[src/rtl/multiword_sub_sequencer_pkg.sv]
// Shared definitions for the multi-word add/sub sequencer: state encoding and default geometry.
package multiword_sub_sequencer_pkg;

   localparam int unsigned DEFAULT_WORD_W    = 16;
   localparam int unsigned DEFAULT_NUM_WORDS = 4;

   typedef enum logic [1:0] {
      ST_IDLE = 2'd0,
      ST_RUN  = 2'd1,
      ST_DONE = 2'd2
   } state_e;

endpackage

[src/rtl/multiword_sub_sequencer_word_add_slice.sv]
// One WORD_W-bit adder slice (a + b + cin -> sum, cout), purely combinational.
module word_add_slice #(
   parameter int unsigned WORD_W = 16
) (
   input  logic [WORD_W-1:0] a_i,
   input  logic [WORD_W-1:0] b_i,
   input  logic              cin_i,
   output logic [WORD_W-1:0] sum_o,
   output logic              cout_o
);

   assign {cout_o, sum_o} = {1'b0, a_i} + {1'b0, b_i} + {{WORD_W{1'b0}}, cin_i};

endmodule

[src/rtl/multiword_sub_sequencer.sv]
// Wide add/sub built from one word slice iterated LSW first with a registered carry chain.
// Optional signed-overflow output enabled by defining OVERFLOW_FLAG_EN.
module multiword_sub_sequencer
   import multiword_sub_sequencer_pkg::*;
#(
   parameter int unsigned WORD_W    = DEFAULT_WORD_W,
   parameter int unsigned NUM_WORDS = DEFAULT_NUM_WORDS,
   localparam int unsigned TW       = WORD_W * NUM_WORDS
) (
   input  logic          clk_i,
   input  logic          rst_i,
   input  logic          start_valid_i,
   output logic          start_ready_o,
   input  logic          op_sub_i,
   input  logic [TW-1:0] a_i,
   input  logic [TW-1:0] b_i,
   output logic [TW-1:0] result_o,
   output logic          carry_out_o,
   output logic          borrow_out_o,
   output logic          result_valid_o,
   input  logic          result_ready_i,
`ifdef OVERFLOW_FLAG_EN
   output logic          ovf_o,
`endif
   output logic          busy_o
);

   localparam int unsigned IDX_W = (NUM_WORDS > 1) ? $clog2(NUM_WORDS) : 1;
   localparam logic [IDX_W-1:0] LAST_IDX = IDX_W'(NUM_WORDS - 1);

   state_e            state_q, state_d;
   logic [IDX_W-1:0]  idx_q, idx_d;
   logic              carry_q, carry_d;
   logic              op_sub_q, op_sub_d;
   logic [TW-1:0]     a_q, a_d;
   logic [TW-1:0]     b_q, b_d;
   logic [TW-1:0]     result_q, result_d;
   logic              carry_out_q, carry_out_d;
   logic              borrow_out_q, borrow_out_d;
`ifdef OVERFLOW_FLAG_EN
   logic              ovf_q, ovf_d;
`endif

   logic [WORD_W-1:0] a_word, b_word, b_eff, sum_word;
   logic              cout_word;

   assign a_word = a_q[idx_q*WORD_W +: WORD_W];
   assign b_word = b_q[idx_q*WORD_W +: WORD_W];
   assign b_eff  = op_sub_q ? ~b_word : b_word;

   word_add_slice #(
      .WORD_W (WORD_W)
   ) u_slice (
      .a_i    (a_word),
      .b_i    (b_eff),
      .cin_i  (carry_q),
      .sum_o  (sum_word),
      .cout_o (cout_word)
   );

   always_comb begin
      state_d      = state_q;
      idx_d        = idx_q;
      carry_d      = carry_q;
      op_sub_d     = op_sub_q;
      a_d          = a_q;
      b_d          = b_q;
      result_d     = result_q;
      carry_out_d  = carry_out_q;
      borrow_out_d = borrow_out_q;
`ifdef OVERFLOW_FLAG_EN
      ovf_d        = ovf_q;
`endif
      case (state_q)
         ST_IDLE: begin
            if (start_valid_i) begin
               a_d      = a_i;
               b_d      = b_i;
               op_sub_d = op_sub_i;
               carry_d  = op_sub_i;  // +1 of two's complement enters as LSW carry-in
               idx_d    = '0;
               result_d = '0;
               state_d  = ST_RUN;
            end
         end
         ST_RUN: begin
            result_d[idx_q*WORD_W +: WORD_W] = sum_word;
            carry_d = cout_word;
            if (idx_q == LAST_IDX) begin
               idx_d        = '0;
               carry_out_d  = cout_word;
               borrow_out_d = op_sub_q & ~cout_word;
`ifdef OVERFLOW_FLAG_EN
               ovf_d = (a_word[WORD_W-1] == b_eff[WORD_W-1]) &&
                       (sum_word[WORD_W-1] != a_word[WORD_W-1]);
`endif
               state_d = ST_DONE;
            end else begin
               idx_d = idx_q + 1'b1;
            end
         end
         ST_DONE: begin
            if (result_ready_i) state_d = ST_IDLE;
         end
         default: state_d = ST_IDLE;
      endcase
   end

   always_ff @(posedge clk_i or posedge rst_i) begin
      if (rst_i) begin
         state_q      <= ST_IDLE;
         idx_q        <= '0;
         carry_q      <= 1'b0;
         op_sub_q     <= 1'b0;
         a_q          <= '0;
         b_q          <= '0;
         result_q     <= '0;
         carry_out_q  <= 1'b0;
         borrow_out_q <= 1'b0;
`ifdef OVERFLOW_FLAG_EN
         ovf_q        <= 1'b0;
`endif
      end else begin
         state_q      <= state_d;
         idx_q        <= idx_d;
         carry_q      <= carry_d;
         op_sub_q     <= op_sub_d;
         a_q          <= a_d;
         b_q          <= b_d;
         result_q     <= result_d;
         carry_out_q  <= carry_out_d;
         borrow_out_q <= borrow_out_d;
`ifdef OVERFLOW_FLAG_EN
         ovf_q        <= ovf_d;
`endif
      end
   end

   assign start_ready_o  = (state_q == ST_IDLE) && !rst_i;
   assign busy_o         = (state_q != ST_IDLE);
   assign result_valid_o = (state_q == ST_DONE);
   assign result_o       = result_q;
   assign carry_out_o    = carry_out_q;
   assign borrow_out_o   = borrow_out_q;
`ifdef OVERFLOW_FLAG_EN
   assign ovf_o          = ovf_q;
`endif

endmodule

[config.mk]
export PLATFORM = sky130hd
export DESIGN_NAME = multiword_sub_sequencer
export DESIGN_NICKNAME = d
export VERILOG_FILES = /design/src/rtl/multiword_sub_sequencer_pkg.sv /design/src/rtl/multiword_sub_sequencer_word_add_slice.sv /design/src/rtl/multiword_sub_sequencer.sv
export SDC_FILE = /design/constraint.sdc
export NUM_CORES = 1
export LEC_CHECK = 0
export CORE_ASPECT_RATIO = 1.5
export CORE_MARGIN = 2
export CORE_UTILIZATION = 45
export CTS_BUF_LIST = sky130_fd_sc_hd__clkbuf_4 sky130_fd_sc_hd__clkbuf_8
export CTS_CLUSTER_SIZE = 16
export DETAILED_ROUTE_END_ITERATION = 6
export PLACE_DENSITY = 0.81
export SLEW_MARGIN = 20
export SYNTH_ARGS = -nofsm -noshare
export SYNTH_HDL_FRONTEND = slang
export SYNTH_SLANG_ARGS = --single-unit
[constraint.sdc]
create_clock -name clk_i -period 19.46 [get_ports clk_i]
set_clock_uncertainty 0.2 [all_clocks]
set_input_delay 5.838 -clock clk_i [delete_from_list [all_inputs] [get_ports clk_i]]
set_output_delay 5.838 -clock clk_i [all_outputs]
set_load 0.05 [all_outputs]
; ---- Word level (Yosys, flattened, before mapping)
; Cells that the tools add are included.
[op_classes]
bitwise_logic = 3
n_reduce_logical = 9
n_mux = 13
shifts = 4
eq_ne = 6
addsub = 4
[ops]
columns = operator, n
row1 = $pmux 64 s2, 1
row2 = $shiftx 64x7->16, 2
row3 = $bwmux 64, 1
row4 = $mux 64, 1
row5 = $shift 16x34->64 const A, 1
row6 = $shiftx 16x34->64, 1
row7 = $neg 6->34, 1
row8 = $add 16x16->17, 1
row9 = $add 17x1->17, 1
row10 = $mux 16, 1
row11 = $not 16->16, 1
row12 = $mux 2, 5
row13 = $pmux 2 s3, 1
row14 = $reduce_and 2->1, 3
row15 = $eq 2x2->1 const B, 2
row16 = $ne 2x2->1 const B, 2
row17 = $pmux 2 s2, 1
row18 = $reduce_bool 2->1, 2
row19 = $reduce_and 3->1, 1
row20 = $add 2x1->2 const B, 1
row21 = $eq 2x1->1 const B, 1
row22 = $logic_not 2->1, 1
row23 = $ne 2x1->1 const B, 1
row24 = $pmux 1 s2, 1
row25 = 5 further kinds, 5
[totals]
output_inout_bits = 69
input_bits = 133
regBits = 200
wordCells = 48

; ---- Depth between registers and ports, before layout
[logic_depth]
word_depth = 8
ltp_mapped = 13
depth_no_buf = 11

; ---- Hierarchy
; A second synthesis with hierarchy kept.
[unflattened]
cells_unflattened = 611
hier_area_um2 = 9781.9
[modules_own_cells]
columns = mod, seq_area_each_um2, cells_each, area_per_inst_um2, instances
row1 = multiword_sub_sequencer, 5004.8, 522, 9048.7, 1
row2 = word_add_slice, 0.0, 89, 733.2, 1

; ---- Least setup slack after synthesis
; Ideal clock, no wire load.
[synth_timing]
path_kind = input port to output port
startpoint = input rst_i
endpoint = output start_ready_o
cell_stages = 1
n_path_buf = 0
t_required_ns = 13.422
setup_slack_ns = 6.930
t_arrival_ns = 6.492
path_cell_list = nor2_1
[synth_via]
elab_chain_len = 2
[synth_lines]
columns = element, line_no
row1 = "start, declared", multiword_sub_sequencer.sv:11  ; input logic rst_i,
row2 = $logic_not 1->1, multiword_sub_sequencer.sv:139  ; assign start_ready_o = (state_q == ST_IDLE) && !rst_i;
row3 = $logic_and 1x1->1, multiword_sub_sequencer.sv:139
row4 = "end, declared", multiword_sub_sequencer.sv:13  ; output logic start_ready_o,
; Every way passes these cells.

; ---- Final worst setup path
; Same ends and word-level chain as after synthesis.

==> impl_results.md <==
* Fin crit share at 0.685
* Relative slew margins at 0.389
* Outcome: complete, no violations
* Placed instance area at approximately 0.011 mm^2
* Max-cap violations at 0
* TritonCTS Sinks at 200
* Number of distinct library cells after synthesis at 48
* Actual slew at the worst max-slew pin at between 0.9 and 1 ns
* Number of global-route vias before repair at slightly above 6000
* Initial antenna violation count at 3
* First-pass iteration count of the detailed router at 4
* Via density at around 5.4
* Via count at 6089
* Design area at 0.0118 mm^2
* Met2 routed WL at between 10 and 15 mm
* Clock Tree Buf Depth at 2
* Fillcell total at 1645
* DRT met1 WL at between 8 and 9 mm
* Total Wirelength at 21.7 mm
* Clock Latency Late Sink at roughly 0.47 ns
* Port bufs at ~200
* Setup violators final at 0
* 1st-iter DRT viols at just under 400
* Slew Viols, Final at 0
* Clock-pin slew on the worst setup and hold paths at 0.11 ns
* Synth Area per Inst at ~14 um^2
* Seq/Total Area, Yosys at 0.546
* Gate count after technology mapping at 650
* Wire per inst at 19.4 um
* CP required at ~13 ns
* Starting Density at 0.454
* Largest net degree at the start of global routing at roughly 140
* Warning count from the yosys run at 0
* Max Fclk at approximately 75 MHz
* Hold Fails Final Rpt at 0
* PostCTS Resize Cnt at 0
* Post-synth design cell area at just over 0.009 mm^2
* Hold_buf cts at 0
* Worst Hold Class: flip-flop to flip-flop
* Post-detail-place hpwl at roughly 16 mm
* Setup tns final at 0 ns
* Syn nets at 804
* Arrival time at the worst endpoint at 7.29 ns
* Die width at about 120 um
* DRC Markers at 0
* Worst-path maximum fanout at 2
* WL met3 at around 800 um
* GRT overflow at 0
* Hold WS at slightly below 0.3 ns
* Layout cells sized above 1 at 0.248
* Die area at 0.0216 mm^2
* Fin crit period at around 13 ns
* Postcts setup bufs at 0
* RSZ-0062 raised after global routing: no
* Total track usage at 0.206
* Layout net count at between 900 and 1000
* Synthesis-to-layout area growth at 28.8%
* First-pass GRT wire length at between 30 and 40 mm
* Core ar. at 0.0202 mm^2
* Setup crit start kind: input pin
* Vert. Die Dim at roughly 180 um
* Final ANT Viol Nets at 0
* Flops & latches, synth at 200
* Crit Path Class: input pin to output port
* Crit. End Element: output port
* Clock root buffer: clkbuf_8
* RePlAce Congestion at around 0.88
* CTS tree: built
* Reg2Reg Setup Slack at roughly 15 ns
* IO Count at approximately 200
* FP Rows at 64
* # H-tree levels at 4
* Top sig layer: met4
* TritonCTS Buffers at 17
## per-stage QoR
step	utilization	std cells	setup slack, ns
2_1_floorplan	-	650	6.93
3_3_place_gp	0.564	1083	6.12
3_5_place_dp	0.564	1083	6.12
4_1_cts	0.585	1115	6.12
5_1_grt	0.585	1118	6.07
6_report	0.585	1118	6.13
## cells by family (layout without fill, tap and decap cells)
group | Yosys count | count (layout) | share of synthesized area
DFF | 200 | 200 | 0.546
xor gates and xnor gates | 28 | 28 | 0.0267
and+or+nand+nor | 71 | 71 | 0.0370
other | 0 | 3 | 0
buffers and inverters | 51 | 252 | 0.0259
adders and majority gates | 21 | 21 | 0.0303
muxes | 161 | 161 | 0.237
AOI/OAI and AO/OA | 118 | 118 | 0.0973
## synthesized netlist by cell type (all sizes together)
master	instances	area (um^2)
buf	23	133
a221oi	1	15.0
xnor2	8	70.1
nor4	2	12.5
and2	1	6.26
a21oi	14	73.8
nor3b	1	7.51
o21ai	22	110
and3	4	25.0
o21a	1	7.51
nand3	4	20.0
or2	2	12.5
a31oi	5	46.3
a22o	49	429
o22ai	2	12.5
nand2	33	124
a2111o	1	11.3
nor2b	1	6.26
mux2	129	1450
and4	1	8.76
o311a	1	10.0
clkbuf	16	60.1
nor2	8	30.0
o21ba	1	10.0
dfrtp	200	5000
o221ai	1	8.76
a22oi	1	7.51
o31ai	2	15.0
ha	19	238
nand2b	6	37.5
or4	1	7.51
nor3	2	10.0
xor2	20	175
mux4	32	721
o41a	1	11.3
o21bai	2	18.8
or3	1	6.26
nand4	4	25.0
a21o	13	97.6
inv	12	45.0
fa	2	40.0
o211ai	1	7.51
## per-layer routing
metal,global-route usage,vias to the layer above
met4,0.104,0
met1,0.234,3096
li1,-,2793
met3,0.0410,32
met2,0.369,168
met5,0,-
## flip-flops by register name, indices dropped and copies added, names as in the netlist
signal	cells
a_q	64
b_q	64
result_o	64
idx_q	2
state_q	2
borrow_out_o	1
carry_out_o	1
carry_q	1
op_sub_q	1
## critical path: stages
cell and delay [ns]:
clkdlybuf4s50_1 0.51, nor2_1 0.14, clkdlybuf4s50_1 0.80
## layout make-up
class	count	area [um^2]	share of cell area
Tap cell	264	330	0.0280
Sequential cell	200	5010	0.424
Antenna cell	3	7.51	0.000636
Inverter	12	52.6	0.00445
Clock inverter	15	178	0.0150
Multi-Input combinational cell	399	3940	0.333
Clock buffer	17	234	0.0198
Timing Repair Buffer	208	2060	0.175
## cell usage in the layout (no fill, tap or decap), types with 5 or more instances in the layout
cell,n
xor2_1,20
clkdlybuf4s50_1,201
clkbuf_8,17
o21ai_1,6
inv_1,11
a21o_1,13
mux4_2,32
inv_8,5
a22o_1,49
ha_1,19
nand2b_1,6
xnor2_1,8
nand2_1,33
dfrtp_1,198
mux2_2,129
nor2_1,7
buf_4,7
a21oi_1,13
o21ai_0,16
## final timing paths
check                      depth (start not counted)                startpoint                  endpoint
max in group asynchronous                          3                     rst_i       b_q[14]$_DFFE_PP0P_
max reg2reg                                       12      idx_q[0]$_DFFE_PP0P_  result_o[14]$_DFFE_PP0P_
max                                                3                     rst_i             start_ready_o
min in group asynchronous                          2                     rst_i   result_o[4]$_DFFE_PP0P_
min                                                2  result_o[16]$_DFFE_PP0P_  result_o[16]$_DFFE_PP0P_
min reg2reg                                        2  result_o[16]$_DFFE_PP0P_  result_o[16]$_DFFE_PP0P_
Power is not shown: default switching activity piles up to over one toggle a cycle in this logic, so the estimate is an artifact.
